`src/rtl/spi_pkg.sv`:
```
// Shared definitions for the SPI frame receiver.
//   state_e        : receiver FSM states
//   sample_on_rise : selects the rising or falling edge of sclk as the data-capture edge
//   cnt_width      : width of a counter that must hold values 0..total_bits
package spi_pkg;

  typedef enum logic [1:0] {
    WAIT_IDLE = 2'd0,
    IDLE      = 2'd1,
    SHIFT     = 2'd2,
    COMMIT    = 2'd3
  } state_e;

  // Modes 0 and 3 capture on the rising edge; modes 1 and 2 capture on the falling edge.
  function automatic bit sample_on_rise(input bit cpol, input bit cpha);
    return (cpol ^ cpha) == 1'b0;
  endfunction

  function automatic int cnt_width(input int total_bits);
    return $clog2(total_bits + 1);
  endfunction

endpackage

```
`src/rtl/spi_frame_rx_if.sv`:
```
// SPI bus bundle between an MCU (master) and the frame receiver (slave).
//   sclk : SPI clock, asynchronous to the receiver's system clock
//   sdi  : serial data, MSB first
//   cs   : chip select, active low
interface spi_frame_rx_if;
  logic sclk;
  logic sdi;
  logic cs;

  modport master (output sclk, output sdi, output cs);
  modport slave  (input  sclk, input  sdi, input  cs);
endinterface

```
`src/rtl/sync_edge.sv`:
```
// Multi-flop synchroniser followed by one history flop for edge detection.
//   clk, reset : system clock, synchronous active-high reset
//   din        : asynchronous input
//   level      : synchronised level
//   rise, fall : one-cycle strobes on synchronised transitions
// On reset every flop is loaded with RST_VAL, so no edge is reported until
// the pin differs from that idle level.
module sync_edge #(
  parameter int SYNC_STAGES = 2,
  parameter bit RST_VAL     = 1'b0
) (
  input  logic clk,
  input  logic reset,
  input  logic din,
  output logic level,
  output logic rise,
  output logic fall
);

  logic [SYNC_STAGES-1:0] sync_q, sync_d;
  logic                   hist_q, hist_d;

  always_comb begin
    sync_d = {sync_q[SYNC_STAGES-2:0], din};
    hist_d = sync_q[SYNC_STAGES-1];
  end

  always_ff @(posedge clk) begin
    if (reset) begin
      sync_q <= {SYNC_STAGES{RST_VAL}};
      hist_q <= RST_VAL;
    end else begin
      sync_q <= sync_d;
      hist_q <= hist_d;
    end
  end

  assign level = sync_q[SYNC_STAGES-1];
  assign rise  = level & ~hist_q;
  assign fall  = ~level & hist_q;

endmodule

```
`src/rtl/spi_frame_rx.sv`:
```
// SPI slave frame receiver. All SPI inputs are oversampled in the clk domain
// (clk must be at least 4x sclk). A frame of N_WORDS x WORD_W bits is
// committed to data only when exactly TOTAL_BITS sample edges were seen while
// cs was low; otherwise the frame is dropped with a frame_err pulse.
//   clk, reset : system clock, synchronous active-high reset
//   spi        : SPI bus (sclk, sdi, cs), slave side
//   data       : last good frame, first-received bit in the MSB
//   data_valid : one-cycle pulse when data updates
//   frame_err  : one-cycle pulse when a frame is discarded
//   frame_cnt  : number of good frames, wraps 255 -> 0
module spi_frame_rx
  import spi_pkg::*;
#(
  parameter int WORD_W      = 16,
  parameter int N_WORDS     = 1,
  parameter bit CPOL        = 1'b0,
  parameter bit CPHA        = 1'b0,
  parameter int SYNC_STAGES = 2
) (
  input  logic                        clk,
  input  logic                        reset,
  spi_frame_rx_if.slave               spi,
  output logic [WORD_W*N_WORDS-1:0]   data,
  output logic                        data_valid,
  output logic                        frame_err,
  output logic [7:0]                  frame_cnt
);

  localparam int TOTAL_BITS  = WORD_W * N_WORDS;
  localparam int CNT_W       = cnt_width(TOTAL_BITS);
  localparam int FLUSH_W     = $clog2(SYNC_STAGES + 1);
  localparam bit SAMPLE_RISE = sample_on_rise(CPOL, CPHA);

  localparam logic [CNT_W-1:0]   TOTAL_C   = CNT_W'(TOTAL_BITS);
  localparam logic [FLUSH_W-1:0] FLUSH_MAX = FLUSH_W'(SYNC_STAGES);

  logic sclk_level, sclk_rise, sclk_fall;
  logic cs_level, cs_rise, cs_fall;
  logic sdi_level, sdi_rise_unused, sdi_fall_unused;
  logic sample_edge;

  sync_edge #(.SYNC_STAGES(SYNC_STAGES), .RST_VAL(CPOL)) u_sync_sclk (
    .clk(clk), .reset(reset), .din(spi.sclk),
    .level(sclk_level), .rise(sclk_rise), .fall(sclk_fall)
  );

  sync_edge #(.SYNC_STAGES(SYNC_STAGES), .RST_VAL(1'b1)) u_sync_cs (
    .clk(clk), .reset(reset), .din(spi.cs),
    .level(cs_level), .rise(cs_rise), .fall(cs_fall)
  );

  sync_edge #(.SYNC_STAGES(SYNC_STAGES), .RST_VAL(1'b0)) u_sync_sdi (
    .clk(clk), .reset(reset), .din(spi.sdi),
    .level(sdi_level), .rise(sdi_rise_unused), .fall(sdi_fall_unused)
  );

  assign sample_edge = SAMPLE_RISE ? sclk_rise : sclk_fall;

  state_e                  state_q, state_d;
  logic [CNT_W-1:0]        cnt_q, cnt_d;
  logic                    ovr_q, ovr_d;
  logic [FLUSH_W-1:0]      flush_q, flush_d;
  logic [TOTAL_BITS-1:0]   shreg_q, shreg_d;
  logic [TOTAL_BITS-1:0]   data_q, data_d;
  logic                    valid_q, valid_d;
  logic                    err_q, err_d;
  logic [7:0]              frame_cnt_q, frame_cnt_d;

  always_comb begin
    state_d     = state_q;
    cnt_d       = cnt_q;
    ovr_d       = ovr_q;
    flush_d     = flush_q;
    shreg_d     = shreg_q;
    data_d      = data_q;
    valid_d     = 1'b0;
    err_d       = 1'b0;
    frame_cnt_d = frame_cnt_q;

    unique case (state_q)
      WAIT_IDLE: begin
        // The synchroniser leaves reset showing cs high before any real pin
        // sample has reached its output; wait until it has been flushed so a
        // frame already running at reset release is never mistaken for idle.
        if (flush_q != FLUSH_MAX) begin
          flush_d = flush_q + FLUSH_W'(1);
        end else if (cs_level) begin
          state_d = IDLE;
        end
      end

      IDLE: begin
        if (cs_fall) begin
          cnt_d   = '0;
          ovr_d   = 1'b0;
          state_d = SHIFT;
        end
      end

      SHIFT: begin
        if (cs_rise) begin
          // Outputs are registered here so they appear during the COMMIT cycle.
          state_d = COMMIT;
          if (cnt_q == TOTAL_C && !ovr_q) begin
            data_d      = shreg_q;
            valid_d     = 1'b1;
            frame_cnt_d = frame_cnt_q + 8'd1;
          end else begin
            err_d = 1'b1;
          end
        end else if (sample_edge) begin
          shreg_d = {shreg_q[TOTAL_BITS-2:0], sdi_level};
          if (cnt_q < TOTAL_C) begin
            cnt_d = cnt_q + CNT_W'(1);
          end else begin
            ovr_d = 1'b1;
          end
        end
      end

      COMMIT: begin
        // A new frame may start right away; accept its cs fall here.
        if (cs_fall) begin
          cnt_d   = '0;
          ovr_d   = 1'b0;
          state_d = SHIFT;
        end else begin
          state_d = IDLE;
        end
      end

      default: state_d = WAIT_IDLE;
    endcase
  end

  always_ff @(posedge clk) begin
    if (reset) begin
      state_q     <= WAIT_IDLE;
      cnt_q       <= '0;
      ovr_q       <= 1'b0;
      flush_q     <= '0;
      data_q      <= '0;
      valid_q     <= 1'b0;
      err_q       <= 1'b0;
      frame_cnt_q <= 8'd0;
    end else begin
      state_q     <= state_d;
      cnt_q       <= cnt_d;
      ovr_q       <= ovr_d;
      flush_q     <= flush_d;
      data_q      <= data_d;
      valid_q     <= valid_d;
      err_q       <= err_d;
      frame_cnt_q <= frame_cnt_d;
    end
  end

  // The shift register carries only data; whatever it holds is never
  // committed until a full frame has overwritten it.
  always_ff @(posedge clk) begin
    shreg_q <= shreg_d;
  end

  assign data       = data_q;
  assign data_valid = valid_q;
  assign frame_err  = err_q;
  assign frame_cnt  = frame_cnt_q;

endmodule

```
`src/flat_wrapper.sv`:
```
// flat-port wrapper written by rule: the top's interface ports become plain ports
module spi_frame_rx_flat import spi_pkg::*;
#(
  parameter int WORD_W      = 16,
  parameter int N_WORDS     = 1,
  parameter bit CPOL        = 1'b0,
  parameter bit CPHA        = 1'b0,
  parameter int SYNC_STAGES = 2
)
  (clk, reset, data, data_valid, frame_err, frame_cnt, spi_sclk, spi_sdi, spi_cs);
  spi_frame_rx_if spi_i ();
  input  logic clk;
  input  logic reset;
  output logic [WORD_W*N_WORDS-1:0] data;
  output logic data_valid;
  output logic frame_err;
  output logic [7:0] frame_cnt;
  input wire logic [$bits(spi_i.sclk)-1:0] spi_sclk;
  input wire logic [$bits(spi_i.sdi)-1:0] spi_sdi;
  input wire logic [$bits(spi_i.cs)-1:0] spi_cs;
  assign spi_i.sclk = spi_sclk;
  assign spi_i.sdi = spi_sdi;
  assign spi_i.cs = spi_cs;
  spi_frame_rx #(.WORD_W(WORD_W), .N_WORDS(N_WORDS), .CPOL(CPOL), .CPHA(CPHA), .SYNC_STAGES(SYNC_STAGES)) u_core (.clk(clk), .reset(reset), .spi(spi_i), .data(data), .data_valid(data_valid), .frame_err(frame_err), .frame_cnt(frame_cnt));
endmodule
```
`config.mk`:
```
export PLATFORM = sky130hd
export DESIGN_NAME = spi_frame_rx_flat
export DESIGN_NICKNAME = d
export VERILOG_FILES = /design/src/rtl/spi_pkg.sv /design/src/rtl/spi_frame_rx_if.sv /design/src/rtl/sync_edge.sv /design/src/rtl/spi_frame_rx.sv /design/src/flat_wrapper.sv
export SDC_FILE = /design/constraint.sdc
export NUM_CORES = 1
export LEC_CHECK = 0
export BUFFER_PORTS_ARGS = -buffer_cell sky130_fd_sc_hd__buf_2
export CAP_MARGIN = 30
export CORE_ASPECT_RATIO = 0.7
export CORE_MARGIN = 10
export CORE_UTILIZATION = 55
export CTS_BUF_LIST = sky130_fd_sc_hd__clkbuf_4 sky130_fd_sc_hd__clkbuf_8 sky130_fd_sc_hd__clkbuf_16
export DETAILED_ROUTE_END_ITERATION = 8
export PLACE_DENSITY = 0.83
export SETUP_SLACK_MARGIN = 0.05
export SYNTH_ARGS = -nofsm -noshare
export SYNTH_HDL_FRONTEND = slang
export SYNTH_SLANG_ARGS = --single-unit
```
`constraint.sdc`:
```
create_clock -name clk -period 4.4 [get_ports clk]
set_input_delay 0.22 -clock clk [delete_from_list [all_inputs] [get_ports clk]]
set_output_delay 0.22 -clock clk [all_outputs]
set_load 0.02 [all_outputs]
```
---- Word-level counts from Yosys, hierarchy flattened ----
Index checks and enable logic that the tools add are counted.
storage, ports and cells
  word-level logic and storage cells ...... 70
  bits of input ports ..................... 5
  output and inout port bits .............. 26
  register bits ........................... 60
cells by class
  multiplexer cells ....................... 18
  magnitude comparators ................... 1
  bitwise gates (word level) .............. 8
  $add $sub $neg .......................... 3
  eq/ne operators ......................... 14
  reductions and logical operators ........ 12
operator list
  cell                                                                      number
  5-bit 2-to-1 mux                                                          4
  2-bit 2-to-1 mux                                                          5
  2-bit by 1-bit inequality test with 1-bit output (second input constant)  5
  2-bit inequality test (second input constant)                             5
  5-bit case mux with 2 select lines                                        1
  5-bit AND reduction                                                       2
  8-bit by 1-bit adder with 8-bit output (second input constant)            1
  2-bit case mux with 4 select lines                                        1
  1-bit 2-to-1 mux                                                          6
  3-bit AND reduction                                                       2
  5-bit by 1-bit adder with 5-bit output (second input constant)            1
  5-bit == test (second input constant)                                     1
  5-bit less-than comparator (second input constant)                        1
  1-bit inverter                                                            5
  2-bit == test (second input constant)                                     2
  4-bit AND reduction                                                       1
  1-bit AND                                                                 3
  3-bit OR reduction                                                        1
  2-bit by 1-bit adder with 2-bit output (second input constant)            1
  2-bit by 1-bit == test with 1-bit output (second input constant)          1
  2-bit zero test                                                           1
  1-bit case mux with 2 select lines                                        1
  2-bit AND reduction                                                       1
  2-bit nonzero test                                                        1
  3 further kinds                                                           3

---- Longest topological paths before layout ----
  depth after elaboration ................. 5
  depth in mapped cells ................... 8

---- Cells and area by module ----
From an unflattened synthesis, not the netlist that was laid out.
second synthesis, totals
  cell total of the unflattened synthesis .. 221
  area, all modules ....................... 2267.2 um2
modules (own cells, without submodules)
  module                               instances  seq. area each (um2)  area each (um2)  cells an instance
  spi_frame_rx                         1          1201.2                1991.9           197
  sync_edge at u_core.u_sync_sclk ...  2          60.1                  91.3             8
  sync_edge at u_core.u_sync_cs        1          60.1                  92.6             8

---- Worst setup path after synthesis ----
Ideal clock, no wire load.
  path type ............................... reg-to-reg
  from .................................... reg u_core.state_q[0]
  to ...................................... reg u_core.cnt_q[4]
  data required time ...................... 4329 ps
  period minus slack after synthesis ...... 2160 ps
  library setup time ...................... 71 ps
  setup slack ............................. 2240 ps
  data arrival time ....................... 2089 ps
  cell stages (with the launch flop) ...... 5
  path buffers ............................ 0
  cell sequence ........................... dfxtp_1 nand2b_1 nor3_1 a22oi_1 nor2_1
between the ends
  cells in the longest elaborated chain, start to end .. 4
ends and longest elaborated chain
  what                                                                                              RTL line             text
  start: declaration                                                                                spi_frame_rx.sv:59   state_e state_q, state_d;
  start signal: assignment                                                                          spi_frame_rx.sv:147  state_q <= state_d;
  2-bit by 1-bit == test with 1-bit output or 2-bit == test (tied branches)                         spi_frame_rx.sv:80   unique case (state_q)
  2-bit OR reduction (no line)                                                                      n/a
  2-bit by 1-bit inequality test with 1-bit output (no line) or 2-bit nonzero test (tied branches)  n/a
  5-bit AND reduction (no line)                                                                     n/a
  end signal: assignment                                                                            spi_frame_rx.sv:148  cnt_q <= cnt_d;
  end: declaration                                                                                  spi_frame_rx.sv:60   logic [CNT_W-1:0] cnt_q, cnt_d;
Several ways; a longest one is shown, not always the timed one.
A chain may end at the register's enable or synchronous reset.

---- Final worst setup path ----
  from .................................... reg u_core.cnt_q[2]
  to ...................................... reg u_core.frame_cnt_q[6], in the netlist u_core.frame_cnt[6]
between the ends
  cells in the longest elaborated chain, start to end .. 3
ends and longest elaborated chain
  what                           RTL line             text
  5-bit == test                  spi_frame_rx.sv:104  if (cnt_q == TOTAL_C && !ovr_q) begin
  1-bit logical AND              spi_frame_rx.sv:104
  3-bit AND reduction (no line)  n/a
  end signal: assignment         spi_frame_rx.sv:154  frame_cnt_q <= frame_cnt_d;
  end: declaration               spi_frame_rx.sv:67   logic [7:0] frame_cnt_q, frame_cnt_d;
No other way between the ends.

==> metrics.md <==
| Metric | Value |
|---|---|
| Outcome | completed |
| Chip Height | 72.75 um |
| Worst Tran Pin Value | 0.7685 ns |
| Power density over the cells | approximately 440 nW/um^2 |
| # port buffers | 30 |
| YS warnings | 0 |
| Post-Layout Inst Area | about 2600 um^2 |
| Die area | a little under 7000 um^2 |
| Commonest non-fill, non-tap cell in the layout | dfxtp_1 |
| Unrepaired setup endpoints after global routing | no |
| First-pass GRT wire length | around 6.4 mm |
| DR vias/cell | about 5.1 |
| Syn_area_per_cell | ~11 um^2 |
| Post-CTS Hold Buffers | 0 |
| Setup crit end | u_core.frame_cnt[6] |
| Max H-tree Level | 3 |
| Period utilization | 0.4527 |
| Critical path launch point type | register |
| Iteration-0 DRC Markers | slightly below 70 |
| Max_slew headroom | 0.4876 |
| Final clock skew | a little under 0.004 ns |
| Postcts setup bufs | 0 |
| CTS Buffer Depth | 2 |
| Reg2reg end | u_core.frame_cnt[6] |
| Worst EP required | 4.66 ns |
| Area added between synthesis and finish | 18.15% |
| Synth cell types | 33 |
| Hold WC Path Type | input port to register |
| Worst-case vdd ir drop | just over 300 uV |
| Wire per inst | ~14 um |
| WL final | between 3 and 4 mm |
| Worst Setup SP | u_core.cnt_q[2] |
| Nets | between 200 and 250 |
| Worst skew pair latency | between 0.3 and 0.4 ns |
| Critical path endpoint category | register |
| DRT Pass-1 Iters | 4 |
| DR DRC count | 0 |
| ANT cells | 0 |
| Synth Instances | between 150 and 200 |
| R2r setup slk | approximately 2.4 ns |
| Largest net degree at the start of global routing | 47 |
| Largest cells by area after synthesis | dfxtp_1, edfxtp_1, mux2i_1 |
| Setup TNS | 0 ns |
| Netlist Area Pre-Place | ~2200 um^2 |
| Grt ovf | 0 |
| Gpl congestion | approximately 0.81 |
| Reg2reg path depth | 4 |
| Post-synthesis sequential area ratio | 0.6228 |
| CTS root buf | clkbuf_8 |
| # IOs | 31 |
| Ratio of cells with drive above 1 in the final layout | 0.2251 |
| Cts bufs inserted | 9 |
| Final worst slack | roughly 2.4 ns |
| Initial core utilization | 0.5641 |
| Number of cell rows | 19 |
| Final Hold Fails | 0 |
| Max Cap Viol | 0 |
| Initial antenna violation count | 0 |
| DP HPWL | about 2.5 mm |
| # fillers | just under 300 |
| Most frequent cells in the layout | dfxtp_1, buf_2, nor2_1 |
| Vias in the first global route | 1414 |
| Crit path max fanout | 7 |
| CTS Sinks | 60 |
| Worst flop-to-flop path startpoint | u_core.cnt_q[2] |
| Post-route ant nets | 0 |
| Hold WS | around 0.058 ns |
| Most area-hungry cell type in the Yosys netlist | dfxtp_1 |
| Slew Viols, Final | 0 |
| Die width | roughly 95 um |
| Dpl ws | ~2.4 ns |
| Flop and latch count out of synthesis | 60 |
| Top cell type's share of synthesized area | 0.4030 |
| Area after DPL | around 2400 um^2 |
| Tot GR Track Use | 0.1233 |
| Core Footprint | just under 4000 um^2 |
| Leakage | 0.9840 nW |
| Mapped Nets | 200 |
| CP Class | register to register |
| CTS tree | done |
| Clock transition at the registers of the reported paths | 0.06 ns |
| Worst Path Arrival | 2.26 ns |
| F_max | around 0.50 GHz |
| Vias post-DR | around 1400 |
| Crit path time final | ~2.0 ns |
| Setup Viol. Count Final | 0 |
| Post-CTS Resized | 0 |
==> stage by stage <==
step,std cells,power (mW),utilization
3_3_place_gp,266,0.6648,0.6158
2_1_floorplan,191,0.6579,-
3_5_place_dp,266,0.6685,0.6158
4_1_cts,282,1.146,0.6652
6_report,283,1.131,0.6665
5_1_grt,283,1.181,0.6665
==> where the power goes <==
| group | leakage (nW) | switching [mW] | internal [mW] | total [mW] |
|---|---|---|---|---|
| sequential | 0.501 | 0.0157 | 0.580 | 0.596 |
| combinational | 0.389 | 0.0306 | 0.0291 | 0.0597 |
| clock | 0.0948 | 0.205 | 0.270 | 0.475 |
| total | 0.984 | 0.252 | 0.879 | 1.13 |
==> worst max-delay path: stages (launching register included) <==
cell,delay [ns]
dfxtp_1,0.34
or3_1,0.49
or4_4,0.59
or3_1,0.35
a21oi_1,0.14
==> logic make-up after synthesis <==
family                   after synthesis  synth area share
XOR/XNOR                               6           0.02404
adder cells (fa/ha/maj)                4           0.02290
AO/OA/AOI/OAI                         13           0.03835
flip-flops                            60            0.6228
buffers and inverters                 13           0.02518
AND/OR/NAND/NOR                       77            0.1837
multiplexers                          18           0.08300
==> layout make-up <==
| class | instances | area (um^2) | area share |
|---|---|---|---|
| Multi-Input combinational cell | 118 | 779.5 | 0.3018 |
| Clock buffer | 10 | 137.6 | 0.05329 |
| Clock inverter | 6 | 53.80 | 0.02083 |
| Timing Repair Buffer | 33 | 170.2 | 0.06589 |
| Tap cell | 52 | 65.06 | 0.02519 |
| Inverter | 4 | 15.01 | 0.005814 |
| Sequential cell | 60 | 1361 | 0.5271 |
==> layer usage <==
layer,GRT usage,part of all wire,vias to the layer above
met5,0,0,-
met2,0.1668,0.42,34
met3,0.07503,0.091,6
met4,0.06954,0.0085,0
li1,-,-,736
met1,0.1467,0.48,671
==> state kept, by name, summed over array words and instances (netlist names) <==
| signal | count |
|---|---|
| u_core.data | 16 |
| u_core.state_q | 2 |
| u_core.frame_err | 1 |
| u_core.u_sync_cs.sync_q | 2 |
| u_core.u_sync_sclk.hist_q | 1 |
| u_core.u_sync_sclk.sync_q | 2 |
| u_core.u_sync_sdi.sync_q | 2 |
| u_core.ovr_q | 1 |
| u_core.cnt_q | 5 |
| u_core.flush_q | 2 |
| u_core.data_valid | 1 |
| u_core.shreg_q | 16 |
| u_core.u_sync_cs.hist_q | 1 |
| u_core.frame_cnt | 8 |
==> cells in the mapped netlist (all sizes together) <==
cell     number
dfxtp        44
nor2         29
mux2i        17
edfxtp       16
nor2b         8
clkbuf        6
nand2         6
nand3b        6
nor3          6
nand3         5
nor4          5
xnor2         5
a21oi         4
ha            4
inv           4
buf           3
nand2b        3
or2           3
a22oi         2
a31oi         2
or3           2
a2111oi       1
a211oi        1
a21o          1
and4b         1
mux2          1
nand4         1
nand4bb       1
o211ai        1
o21ai         1
or4           1
xor2          1
==> worst min-delay path by stage <==
stage,from,end,slack [ns],cells after the start
2_1_floorplan,spi_cs,u_core.u_sync_cs.sync_q[0],0.32,1
3_3_place_gp,u_core.u_sync_cs.sync_q[0],u_core.u_sync_cs.sync_q[1],0.39,1
3_5_place_dp,u_core.u_sync_cs.sync_q[0],u_core.u_sync_cs.sync_q[1],0.40,1
4_1_cts,spi_cs,u_core.u_sync_cs.sync_q[0],0.04,2
5_1_grt,spi_cs,u_core.u_sync_cs.sync_q[0],0.04,2
6_report,spi_cs,u_core.u_sync_cs.sync_q[0],0.06,2
No activity file was read; power rests on OpenSTA's default activity.
